===== config.mk =====
export PLATFORM = sky130hd
export DESIGN_NAME = axi_lite_mem_arbiter
export DESIGN_NICKNAME = d
export VERILOG_FILES = /design/src/rtl/axi_lite_mem_arbiter.sv
export SDC_FILE = /design/constraint.sdc
export NUM_CORES = 1
export LEC_CHECK = 0
export CORE_AREA = 2 2 175 177
export CTS_BUF_LIST = sky130_fd_sc_hd__clkbuf_4
export CTS_CLUSTER_DIAMETER = 80
export CTS_CLUSTER_SIZE = 24
export DETAILED_ROUTE_END_ITERATION = 10
export DIE_AREA = 0 0 177 179
export GPL_TIMING_DRIVEN = 1
export PLACE_DENSITY = 0.4
export REMOVE_ABC_BUFFERS = 1
export SYNTH_ARGS = -nofsm -noshare
export SYNTH_HDL_FRONTEND = slang
export SYNTH_SLANG_ARGS = --single-unit

===== constraint.sdc =====
create_clock -name clk -period 1.64 [get_ports clk]
set_input_delay 0.246 -clock clk [delete_from_list [all_inputs] [get_ports clk]]
set_output_delay 0.246 -clock clk [all_outputs]
set_load 0.01 [all_outputs]

===== src/rtl/axi_lite_mem_arbiter.sv =====
// Purpose: N-master to 1-slave AXI4-lite arbiter, one transaction in flight, round-robin or fixed priority.
// Latency: one IDLE cycle to register the grant; ready/valid/response paths are combinational.
// Backpressure: slave ready/valid pass straight through to the owner; all other masters see 0.
module axi_lite_mem_arbiter #(
    parameter int NUM_MASTERS   = 2,
    parameter int ADDR_WIDTH    = 32,
    parameter int DATA_WIDTH    = 32,
    parameter int PRIORITY_MODE = 0
) (
    input  logic                                  clk,
    input  logic                                  resetn,
    // master side
    input  logic [NUM_MASTERS-1:0]                m_awvalid,
    input  logic [NUM_MASTERS-1:0]                m_wvalid,
    input  logic [NUM_MASTERS-1:0]                m_arvalid,
    input  logic [NUM_MASTERS-1:0]                m_bready,
    input  logic [NUM_MASTERS-1:0]                m_rready,
    output logic [NUM_MASTERS-1:0]                m_awready,
    output logic [NUM_MASTERS-1:0]                m_wready,
    output logic [NUM_MASTERS-1:0]                m_arready,
    output logic [NUM_MASTERS-1:0]                m_bvalid,
    output logic [NUM_MASTERS-1:0]                m_rvalid,
    input  logic [NUM_MASTERS*ADDR_WIDTH-1:0]     m_awaddr,
    input  logic [NUM_MASTERS*ADDR_WIDTH-1:0]     m_araddr,
    input  logic [NUM_MASTERS*3-1:0]              m_awprot,
    input  logic [NUM_MASTERS*3-1:0]              m_arprot,
    input  logic [NUM_MASTERS*DATA_WIDTH-1:0]     m_wdata,
    input  logic [NUM_MASTERS*DATA_WIDTH/8-1:0]   m_wstrb,
    output logic [NUM_MASTERS*DATA_WIDTH-1:0]     m_rdata,
    // slave side
    output logic                                  s_awvalid,
    output logic                                  s_wvalid,
    output logic                                  s_arvalid,
    output logic                                  s_bready,
    output logic                                  s_rready,
    input  logic                                  s_awready,
    input  logic                                  s_wready,
    input  logic                                  s_arready,
    input  logic                                  s_bvalid,
    input  logic                                  s_rvalid,
    output logic [ADDR_WIDTH-1:0]                 s_awaddr,
    output logic [ADDR_WIDTH-1:0]                 s_araddr,
    output logic [2:0]                            s_awprot,
    output logic [2:0]                            s_arprot,
    output logic [DATA_WIDTH-1:0]                 s_wdata,
    output logic [DATA_WIDTH/8-1:0]               s_wstrb,
    input  logic [DATA_WIDTH-1:0]                 s_rdata,
    // status
    output logic [2:0]                            grant_id,
    output logic                                  busy
);

    localparam int STRB_WIDTH = DATA_WIDTH / 8;

    typedef enum logic [2:0] {
        IDLE    = 3'd0,
        WR_ADDR = 3'd1,
        WR_RESP = 3'd2,
        RD_ADDR = 3'd3,
        RD_DATA = 3'd4
    } state_t;

    state_t state_q, state_d;
    logic [2:0] grant_q, grant_d;
    logic [2:0] ptr_q, ptr_d;
    logic       aw_done_q, aw_done_d;
    logic       w_done_q, w_done_d;

    logic [NUM_MASTERS-1:0] req;
    logic [NUM_MASTERS-1:0] gmask;
    logic                   arb_found;
    logic [2:0]             arb_winner;

    logic g_awvalid, g_wvalid, g_arvalid, g_bready, g_rready;
    logic aw_hs, w_hs;

    // Read data has a single source, so every master sees it; only the owner gets rvalid.
    assign m_rdata  = {NUM_MASTERS{s_rdata}};
    assign grant_id = grant_q;
    assign busy     = (state_q != IDLE);

    // Pick the winner among current requesters (round-robin from ptr+1, or lowest index).
    always_comb begin
        req        = m_awvalid | m_arvalid;
        arb_found  = 1'b0;
        arb_winner = '0;
        if (PRIORITY_MODE == 1) begin
            // Walk downward so the lowest requesting index is the last one written.
            for (int i = NUM_MASTERS - 1; i >= 0; i--) begin
                if (req[i]) begin
                    arb_found  = 1'b1;
                    arb_winner = 3'(i);
                end
            end
        end else begin
            for (int k = 1; k <= NUM_MASTERS; k++) begin
                if (!arb_found && req[(int'(ptr_q) + k) % NUM_MASTERS]) begin
                    arb_found  = 1'b1;
                    arb_winner = 3'((int'(ptr_q) + k) % NUM_MASTERS);
                end
            end
        end
    end

    // Select the owner's request signals and payload slices; payload follows grant_q in every state.
    always_comb begin
        gmask     = '0;
        g_awvalid = 1'b0;
        g_wvalid  = 1'b0;
        g_arvalid = 1'b0;
        g_bready  = 1'b0;
        g_rready  = 1'b0;
        s_awaddr  = '0;
        s_araddr  = '0;
        s_awprot  = '0;
        s_arprot  = '0;
        s_wdata   = '0;
        s_wstrb   = '0;
        for (int i = 0; i < NUM_MASTERS; i++) begin
            if (grant_q == 3'(i)) begin
                gmask[i]  = 1'b1;
                g_awvalid = m_awvalid[i];
                g_wvalid  = m_wvalid[i];
                g_arvalid = m_arvalid[i];
                g_bready  = m_bready[i];
                g_rready  = m_rready[i];
                s_awaddr  = m_awaddr[i*ADDR_WIDTH +: ADDR_WIDTH];
                s_araddr  = m_araddr[i*ADDR_WIDTH +: ADDR_WIDTH];
                s_awprot  = m_awprot[i*3 +: 3];
                s_arprot  = m_arprot[i*3 +: 3];
                s_wdata   = m_wdata[i*DATA_WIDTH +: DATA_WIDTH];
                s_wstrb   = m_wstrb[i*STRB_WIDTH +: STRB_WIDTH];
            end
        end
    end

    // Transaction FSM: next state plus the handshake routing between owner and slave.
    always_comb begin
        state_d   = state_q;
        grant_d   = grant_q;
        ptr_d     = ptr_q;
        aw_done_d = aw_done_q;
        w_done_d  = w_done_q;
        aw_hs     = 1'b0;
        w_hs      = 1'b0;
        s_awvalid = 1'b0;
        s_wvalid  = 1'b0;
        s_arvalid = 1'b0;
        s_bready  = 1'b0;
        s_rready  = 1'b0;
        m_awready = '0;
        m_wready  = '0;
        m_arready = '0;
        m_bvalid  = '0;
        m_rvalid  = '0;

        unique case (state_q)
            IDLE: begin
                if (arb_found) begin
                    grant_d = arb_winner;
                    ptr_d   = arb_winner;
                    // A winner presenting both AW and AR is served as a write first.
                    if (m_awvalid[arb_winner]) begin
                        state_d = WR_ADDR;
                    end else begin
                        state_d = RD_ADDR;
                    end
                end
            end

            WR_ADDR: begin
                // AW and W are tracked independently so they may finish in any order.
                s_awvalid = g_awvalid & ~aw_done_q;
                s_wvalid  = g_wvalid & ~w_done_q;
                m_awready = (s_awready & ~aw_done_q) ? gmask : '0;
                m_wready  = (s_wready & ~w_done_q) ? gmask : '0;
                aw_hs     = s_awvalid & s_awready;
                w_hs      = s_wvalid & s_wready;
                aw_done_d = aw_done_q | aw_hs;
                w_done_d  = w_done_q | w_hs;
                if (aw_done_d && w_done_d) begin
                    state_d   = WR_RESP;
                    aw_done_d = 1'b0;
                    w_done_d  = 1'b0;
                end
            end

            WR_RESP: begin
                m_bvalid = s_bvalid ? gmask : '0;
                s_bready = g_bready;
                if (s_bvalid && s_bready) begin
                    state_d = IDLE;
                end
            end

            RD_ADDR: begin
                s_arvalid = g_arvalid;
                m_arready = s_arready ? gmask : '0;
                if (s_arvalid && s_arready) begin
                    state_d = RD_DATA;
                end
            end

            RD_DATA: begin
                m_rvalid = s_rvalid ? gmask : '0;
                s_rready = g_rready;
                if (s_rvalid && s_rready) begin
                    state_d = IDLE;
                end
            end

            default: begin
                state_d = IDLE;
            end
        endcase
    end

    // State registers; reset abandons any transaction and points round-robin at master 0 next.
    always_ff @(posedge clk or negedge resetn) begin
        if (!resetn) begin
            state_q   <= IDLE;
            grant_q   <= '0;
            ptr_q     <= 3'(NUM_MASTERS - 1);
            aw_done_q <= 1'b0;
            w_done_q  <= 1'b0;
        end else begin
            state_q   <= state_d;
            grant_q   <= grant_d;
            ptr_q     <= ptr_d;
            aw_done_q <= aw_done_d;
            w_done_q  <= w_done_d;
        end
    end

endmodule


==> metrics <==
Seq/Total Area, Yosys=0.0737; path type of the worst min-delay path=in -> async; Post-Syn Area=2390 µm²; core footprint=30,000 µm²; dpl cells=970; post-synthesis register bit count=7; Avg Inst Size Synth=between 9 and 10 µm²; clock-pin slew on the worst setup and hold paths=50 ps; TritonCTS buffer count=3; Rows=between 60 and 70; Unique masters post-synth=37; WL met3=~4100 µm; H-tree Lvls=1; Detailed Routing Iterations Pass 1=4; Post-DRT Antenna Nets=0; CP peak stage delay=550 ps; cts hold-fix bufs=0; # diodes=0; wirelength, routed=between 20,000 and 25,000 µm; r2r setup slk=-160 ps; setup violators final=roughly 130; Setup crit end kind=primary output; Clock Sinks=7; Slew Viols, Final=0; Initial DRC Count=106; clk_skew=3.71 ps; Vias/cell=3.40; Most common cell on crit path=buf_12; most frequent cells in the layout=clkdlybuf4s50_1, buf_6, mux2_2, buf_4, mux2_4; PortBufs=approximately 350; R2R cell count=7; via count=3,465; met2 WL=9430 µm; Leakage=roughly 0.003 µW; Die Width=177 µm; crit path cell chain=buf_12 > buf_12 > buf_8 > mux2_4 > buf_6; Final #Nets=884; Post-synth EDFFs=0; DR top layer=met5; Post-route DRC=0; Reg-to-Reg Start=grant_id[0]$_DFFE_PN0P_; Req. time, crit path=1390 ps; slowest stage cell, crit path=dfrtp_4; area occupied by multi-input gates=between 1500 and 2000 µm²; Critical Setup Path Class=reg -> out; hpwl dp=17,700 µm; Clock Tree Buf Depth=2; Setup WS post-layout=-295 ps; status=finished, violations left; ratio of cells with drive above 1 in the final layout=0.563; clock tree from TritonCTS=done; WL met1=7050 µm; Max Cap Viol=0; Worst Setup Start Kind=flop; GPL Wtd Cong=about 0.9; Max Freq=0.517 GHz; Register Area=180 µm²; Post-Synthesis Cells=264; Die Span Y=179 µm; Clock Latency Late Sink=250 ps; CTS Root Cell=clkbuf_4; Peak VDD IR=0.419 mV; global-route wire length before repair=26,200 µm; Total Routing Usage GR=0.118; Syn. warnings=0; Remaining Overflow, GRT=0; post-DR wirelength/cell=around 20 µm; Final Hold Viols=0; Placed Area=just over 6000 µm²; Pwr Density=1230 nW/µm²; Tmin final=approximately 1900 ps; RSZ-0062 raised after global routing=true; fin util=0.237; Layout Cells excl Fill=just over 1,000; WHS=between 200 and 300 ps; Top FF cell, synth=dfrtp_1; vias in the first global route=between 3,000 and 4,000; largest net degree at the start of global routing=15; Layout area overhead=197%; antenna violations before repair=0; failing checks=setup timing; reg-to-reg endpoint=state_q[0]$_DFFE_PN0P_; Initial Utilization=0.0797; die area=about 32,000 µm²; Ports=450; CP Max Fanout=6; crit share post-route=1.18; arrival time worst endpoint=roughly 1700 ps; post-route cell area=7100 µm²; Async SR Flop Fraction=1.00; Fillers=3,283; most common cell after layout, fill and taps aside=clkdlybuf4s50_1
power by group:
| group | switching, µW | internal [µW] | total [µW] |
|---|---|---|---|
| registers | 138 | 264 | 402 |
| logic | 2960 | 5190 | 8140 |
| clock network | 60.1 | 109 | 169 |
| total | 3160 | 5560 | 8720 |
synth_stat cells (all sizes together), types with 2 or more instances:
cell   count  share of area
a21oi      4         0.0099
and3       4          0.010
buf       82           0.25
dfrtp      6          0.063
inv        4         0.0063
mux2     107           0.51
mux2i      4          0.017
nand2      6         0.0094
nor2      12          0.019
nor2b      3         0.0078
nor3       2         0.0042
nor3b      4          0.015
nor4       3         0.0078
nor4b      2         0.0073
o21ai      5          0.010
or3        2         0.0052
layout make-up:
type / instances / area share
clock buffers: 4 / 0.00423
inverters: 4 / 0.00211
multi-input cells: 171 / 0.262
flip-flops and latches: 7 / 0.0254
well taps: 396 / 0.0698
repair buffers: 436 / 0.637
flip-flops by register name, indices dropped and copies added, names as in the netlist:
| name | flops |
|---|---|
| w_done_q | 1 |
| aw_done_q | 1 |
| state_q | 3 |
| grant_id | 1 |
| ptr_q | 1 |
per-stage QoR:
step,TNS [ps],total power [µW],worst slack [ps]
floorplan,-245800,2210,-2260
global placement,-23690,6460,-331
detailed placement,-24260,6420,-359
CTS,-26960,7670,-331
global route,-30930,9230,-335
finish,-23300,8720,-295
cells by family (layout without fill, tap and decap cells):
group / Yosys count / in the layout / synth area share
multiplexers: 111 / 111 / 0.522
other: 1 / 2 / 0.00157
AND/OR/NAND/NOR: 42 / 42 / 0.0973
flip-flops: 7 / 7 / 0.0737
buffers and inverters: 87 / 444 / 0.257
AO/OA/AOI/OAI: 16 / 16 / 0.0486
worst max-delay path, delay by kind of cell, from the launching register on:
family / cells / cell delay (ps)
flip-flops: 1 / 550
multiplexers: 1 / 310
buffers and inverters: 4 / 570
layer usage:
layer  global-route usage  vias up
li1                     -     1588
met1                0.117     1560
met2                0.195      299
met3               0.0975       16
met4              0.00723        2
met5               0.0369        -
what timing repair did:
item	4_1_cts	5_1_grt
pin swaps	10	15
resized for setup	572	118
endpoints found under the setup margin	126	127
gates cloned	3	4
buffers inserted	22	17
worst max-delay path by stage:
| stage | start | end | cells after the start |
|---|---|---|---|
| 5_1_grt | grant_id[0]$_DFFE_PN0P_ | s_araddr[14] | 5 |
| 3_3_place_gp | s_bvalid | m_bvalid[1] | 4 |
| 2_1_floorplan | grant_id[0]$_DFFE_PN0P_ | state_q[1]$_DFFE_PN0P_ | 4 |
| 3_5_place_dp | s_bvalid | m_bvalid[1] | 4 |
| 4_1_cts | grant_id[0]$_DFFE_PN0P_ | s_araddr[13] | 6 |
| 6_report | grant_id[0]$_DFFE_PN0P_ | s_awaddr[5] | 5 |
Power figures use the tool's default switching activity.
